===== src/rtl/bsk_pkg.sv =====
// -----------------------------------------------------------------------------
// bsk_pkg
// Shared constants and helpers for the BSK command-receiver (PRD) board.
//   COM_NUM          number of command lines on the PRD board
//   COM_DEFAULT      idle value of the command bus (commands are active 0)
//   COM_IND_DEFAULT  idle value of the indicator bus (indicators are active 1)
//   clog2()          counter width helper, never returns less than 1
// -----------------------------------------------------------------------------
package bsk_pkg;

  localparam int COM_NUM = 16;
  localparam logic [COM_NUM-1:0] COM_DEFAULT     = 16'hFFFF;
  localparam logic [COM_NUM-1:0] COM_IND_DEFAULT = 16'h0000;

  // Bits needed to hold 0..value-1; a 1-bit minimum keeps degenerate
  // counters (value 1 or 2) legal.
  function automatic int clog2(input int value);
    int w;
    w = 1;
    while ((1 << w) < value) begin
      w = w + 1;
    end
    return w;
  endfunction

endpackage : bsk_pkg


===== src/rtl/bsk_com_filter_ch.sv =====
// -----------------------------------------------------------------------------
// bsk_com_filter_ch
// One command channel: two-flop synchroniser, consecutive-sample counter and
// filtered output flop.
//   iClk    system clock
//   iRes    asynchronous reset, active 0
//   tick    sample strobe from the shared prescaler (one clock wide)
//   raw     raw command bit, active 0, asynchronous to iClk
//   filt    filtered command bit, active 0, resets to 1
//   change  high on the tick cycle in which filt will take a new value;
//           derived from registers only, so raw has no combinational path out
// -----------------------------------------------------------------------------
module bsk_com_filter_ch
  import bsk_pkg::*;
#(
  parameter int FILT_LEN = 8
) (
  input  logic iClk,
  input  logic iRes,
  input  logic tick,
  input  logic raw,
  output logic filt,
  output logic change
);

  localparam int CNT_W = clog2(FILT_LEN);
  localparam logic [CNT_W-1:0] CNT_MAX = CNT_W'(FILT_LEN - 1);

  logic             sync1_reg;
  logic             sync2_reg;
  logic             filt_reg;
  logic             filt_next;
  logic [CNT_W-1:0] cnt_reg;
  logic [CNT_W-1:0] cnt_next;
  logic             differ;

  // Synchroniser idles at 1 so a reset never looks like an active command.
  always_ff @(posedge iClk or negedge iRes) begin
    if (!iRes) begin
      sync1_reg <= 1'b1;
      sync2_reg <= 1'b1;
    end else begin
      sync1_reg <= raw;
      sync2_reg <= sync1_reg;
    end
  end

  always_ff @(posedge iClk or negedge iRes) begin
    if (!iRes) begin
      filt_reg <= 1'b1;
      cnt_reg  <= '0;
    end else begin
      filt_reg <= filt_next;
      cnt_reg  <= cnt_next;
    end
  end

  // The counter tracks how many consecutive ticks have disagreed with the
  // current output. The accepting tick is the FILT_LEN-th disagreeing one,
  // so the counter tops out at FILT_LEN-1 and never wraps.
  always_comb begin
    filt_next = filt_reg;
    cnt_next  = cnt_reg;
    differ    = (sync2_reg != filt_reg);
    change    = 1'b0;
    if (tick) begin
      if (!differ) begin
        cnt_next = '0;
      end else if (cnt_reg == CNT_MAX) begin
        filt_next = sync2_reg;
        cnt_next  = '0;
        change    = 1'b1;
      end else begin
        cnt_next = cnt_reg + CNT_W'(1);
      end
    end
  end

  assign filt = filt_reg;

endmodule : bsk_com_filter_ch


===== src/rtl/bsk_com_filter.sv =====
// -----------------------------------------------------------------------------
// bsk_com_filter
// Input conditioner for the PRD command lines. Each raw, active-low command
// is synchronised, sampled on a prescaled tick, and only passed on after
// FILT_LEN consecutive samples at the new level.
//   iClk     system clock
//   iRes     asynchronous reset, active 0
//   iComRaw  raw command inputs, active 0, asynchronous to iClk
//   oCom     filtered commands, active 0 (feeds PRD iCom)
//   oChange  one-clock pulse in the clock where oCom holds new contents
//   oTick    registered sample tick, for debug
// -----------------------------------------------------------------------------
module bsk_com_filter
  import bsk_pkg::*;
#(
  parameter int CH_NUM   = COM_NUM,
  parameter int PRESC    = 50,
  parameter int FILT_LEN = 8
) (
  input  logic              iClk,
  input  logic              iRes,
  input  logic [CH_NUM-1:0] iComRaw,
  output logic [CH_NUM-1:0] oCom,
  output logic              oChange,
  output logic              oTick
);

  localparam logic [15:0] PSC_MAX = 16'(PRESC - 1);

  logic [15:0]       psc_reg;
  logic [15:0]       psc_next;
  logic              tick;
  logic              tick_reg;
  logic              change_reg;
  logic [CH_NUM-1:0] change_vec;

  // Prescaler: 0..PRESC-1; with PRESC=1 it sits at 0 and ticks every clock.
  always_comb begin
    tick     = (psc_reg == PSC_MAX);
    psc_next = tick ? 16'd0 : psc_reg + 16'd1;
  end

  always_ff @(posedge iClk or negedge iRes) begin
    if (!iRes) begin
      psc_reg    <= '0;
      tick_reg   <= 1'b0;
      change_reg <= 1'b0;
    end else begin
      psc_reg    <= psc_next;
      tick_reg   <= tick;
      // Registered alongside the channel output flops, so the pulse lines
      // up with the clock in which oCom shows the new value. Several
      // channels switching together merge into one pulse.
      change_reg <= |change_vec;
    end
  end

  genvar gi;
  generate
    for (gi = 0; gi < CH_NUM; gi++) begin : g_ch
      bsk_com_filter_ch #(
        .FILT_LEN (FILT_LEN)
      ) u_ch (
        .iClk   (iClk),
        .iRes   (iRes),
        .tick   (tick),
        .raw    (iComRaw[gi]),
        .filt   (oCom[gi]),
        .change (change_vec[gi])
      );
    end
  endgenerate

  assign oChange = change_reg;
  assign oTick   = tick_reg;

endmodule : bsk_com_filter


===== config.mk =====
export PLATFORM = sky130hd
export DESIGN_NAME = bsk_com_filter
export DESIGN_NICKNAME = d
export VERILOG_FILES = /design/src/rtl/bsk_pkg.sv /design/src/rtl/bsk_com_filter_ch.sv /design/src/rtl/bsk_com_filter.sv
export SDC_FILE = /design/constraint.sdc
export NUM_CORES = 1
export LEC_CHECK = 0
export CORE_UTILIZATION = 50
export DETAILED_ROUTE_END_ITERATION = 8
export PLACE_DENSITY = 0.7
export SETUP_SLACK_MARGIN = 0.4
export SKIP_CTS_REPAIR_TIMING = 1
export SYNTH_ARGS = -nofsm -noshare
export SYNTH_HDL_FRONTEND = slang
export SYNTH_SLANG_ARGS = --single-unit

===== constraint.sdc =====
create_clock -name iClk -period 2.55 [get_ports iClk]
set_clock_uncertainty 0.1 [all_clocks]
set_input_delay 0.765 -clock iClk [delete_from_list [all_inputs] [get_ports iClk]]
set_output_delay 0.765 -clock iClk [all_outputs]
set_load 0.02 [all_outputs]

==> results_dict.tcl <==
set metrics [dict create \
    clock_latency_ns 0.51 \
    fin_nets 531 \
    status "finished clean" \
    firstDrtPassIters 4 \
    dpl.hpwl_um 5653 \
    pre_cts_ws_ns 0.5217 \
    finalMaxSlewViolations 0 \
    start_util 0.5169 \
    gp_congestion 0.7459 \
    cts_made_buffers 17 \
    synth_cell_types 31 \
    yosys-mux-area-fraction 0.02675 \
    root_buffer "clkbuf_8" \
    cts_tree "built" \
    crit_arrival_ns 1.30 \
    grt_start_max_net_pins 65 \
    htree_num_levels 4 \
    relSlewSlack 0.5643 \
    rsz0062_at_grt "yes" \
    grt_pass1_vias 3194 \
    crit_chain "dlymetal6s2s_1" \
    setup-violations-final 0 \
    fin_util 0.6134 \
    vias_per_cell 5.106 \
    fmax_ghz 0.4621 \
    ir_drop_mv 0.5537 \
    drt_iter0_drc 99 \
    cap_viol_max_count 0 \
    synthSimpleGateAreaFrac 0.1699 \
    grt.total_usage 0.1905 \
    antenna_found_initial 0 \
    drc 0 \
    routed_wl_um 8637 \
    period_minus_slack_ns 2.164 \
    grt_remaining_overflow 0 \
    grt_pass1_wl_um 14900 \
    fin_ws_ns 0.3861 \
    cp.required_ns 1.69 \
    die_area_um2 10510 \
    clkSlewWorstSetupHoldPaths_ns 0.06 \
    synth_warnings 0 \
    power_mw 4.394 \
    ys_seq_area_frac 0.5765 \
    critPathLaunchType "register" \
    max_stage_delay_ns 0.56 \
    ioPinCount 36 \
    path_delay_family "flip-flops" \
    ys_ff_latch 114 \
    cts.path.max_buffers 2 \
    synth_xor_area_frac 0.06241 \
    syn_area_um2 5052 \
    slowest_stage "dfstp_2" \
    largest_register_ffs 48 \
    wl_per_cell_um 13.82 \
    diodes 0 \
    worst-path-max-fanout 4 \
    core_area_um2 9774 \
    hold_viol 0 \
    ant_nets 0 \
    fp.dieW_um 102.5 \
    synth_top_family_by_area "simple AND/OR/NAND/NOR gates" \
    rows 36 \
    placed_area_um2 5444 \
    vias 3191 \
    final_layout_size_suffix_gt1_frac 0.2175 \
    clkSinkCount 114 \
    end_kind "output pin" \
    synth_cells 446 \
    avgSynthCellArea_um2 11.33 \
    worst_pin_slew_ns 0.6535 \
    path_buf_inv 1 \
    leakagePower_nw 3.156 \
    syn2layout_area_growth_pct 18.67 \
    ff2ff_setup_slack_ns 0.51 \
    nFillCells 817 \
    synth-compound-area-share 0.03393 \
    synth_fa_ha_area_frac 0.08420 \
    postLayoutCellArea_um2 5996 \
    power.density_nw_per_um2 732.9 \
    die_h_um 102.5 \
    path_class "register to output pin" \
    min_path_type "input port to async pin" \
    place.port_buffers 35 \
    fin_crit_sh 0.8486 \
    syn_nets 498 \
]
[final cells by class]
class,instances,area (um2),area share
Sequential cell,114,2913,0.4858
Clock buffer,22,452.9,0.07554
Multi-Input combinational cell,296,1906,0.3178
Tap cell,133,166.4,0.02775
Timing Repair Buffer,43,375.4,0.06260
Inverter,7,26.28,0.004382
Clock inverter,10,156.4,0.02609
[routing by layer]
metal	up-vias	part of all wire	global-route usage
li1	1570	-	-
met1	1564	0.46	0.2408
met3	15	0.038	0.06644
met5	-	0	0
met4	0	0.017	0.07802
met2	42	0.48	0.3000
[power breakdown]
group | leakage (nW) | switching, mW | internal [mW]
registers | 1.42 | 0.0145 | 1.86
clock network | 0.299 | 0.778 | 1.63
logic | 1.44 | 0.0625 | 0.0476
total | 3.16 | 0.855 | 3.54
[Yosys cell counts]
cell type  count  share of area
nand2_1       94          0.070
a221oi_1       1         0.0017
dfstp_2       48           0.25
buf_6          2         0.0045
xnor2_1       20          0.035
nor4b_2        1         0.0030
nand3_1       40          0.040
o22ai_1        2         0.0025
nor2_1        25          0.019
buf_4         20          0.030
a41oi_1        1         0.0017
nor4_1        13          0.016
a22o_1         3         0.0052
inv_1          6         0.0045
mux2_2         3         0.0067
and3_1         3         0.0037
nor2b_1        1         0.0012
dfrtp_1       66           0.33
xor2_1        16          0.028
nor3_1         3         0.0030
ha_1          34          0.084
a21o_1        11          0.016
a22oi_1        1         0.0015
a21oi_1        1        0.00099
nand3b_1       5         0.0074
inv_2          1        0.00074
mux2_1         9          0.020
and4bb_2       1         0.0025
buf_2          7         0.0069
nand4_1        4         0.0050
o21ai_0        4         0.0040
[final timing paths]
| check | end | from | cells after the start |
|---|---|---|---|
| worst max-delay path | oCom[11] | g_ch[11].u_ch.filt$_DFFE_PN1P_ | 1 |
| worst min-delay path | psc_reg[11]$_DFF_PN0_ | iRes | 1 |
| worst min register to register | g_ch[11].u_ch.sync2_reg$_DFF_PN1_ | g_ch[11].u_ch.sync1_reg$_DFF_PN1_ | 0 |
| worst max register to register | g_ch[13].u_ch.filt$_DFFE_PN1P_ | psc_reg[1]$_DFF_PN0_ | 8 |
| min in group iClk | g_ch[11].u_ch.sync2_reg$_DFF_PN1_ | g_ch[11].u_ch.sync1_reg$_DFF_PN1_ | 0 |
| max in group asynchronous | g_ch[3].u_ch.sync2_reg$_DFF_PN1_ | iRes | 2 |
[cell usage in the layout (no fill, tap or decap), types with 3 or more instances in the layout]
cell	instances
a21o_1	11
a22o_1	3
and3_1	3
buf_4	11
bufinv_16	4
clkbuf_1	3
clkbuf_16	16
clkbuf_2	10
clkbuf_8	3
clkdlybuf4s50_1	16
clkinv_2	4
dfrtp_1	66
dfstp_2	48
dlymetal6s2s_1	3
ha_1	34
inv_1	6
mux2_1	9
mux2_2	3
nand2_1	94
nand3_1	40
nand3b_1	5
nand4_1	4
nor2_1	25
nor3_1	3
nor4_1	13
o21ai_0	4
xnor2_1	20
xor2_1	16
[cell families after synthesis]
logic type,count (synthesis)
simple gates,190
compound gates,24
fa+ha+maj,34
xor+xnor,36
buf+inv,36
mux,12
flops,114
[stage by stage]
step                      hold slack (ns)  cells  TNS [ns]
after floorplan                    0.2452    446         0
after global placement             0.2453    593         0
after detailed placement           0.2468    593         0
after CTS                          0.1096    625   -0.1337
after global routing               0.1311    625         0
final                              0.1131    625         0
No activity file was read; power rests on OpenSTA's default activity.
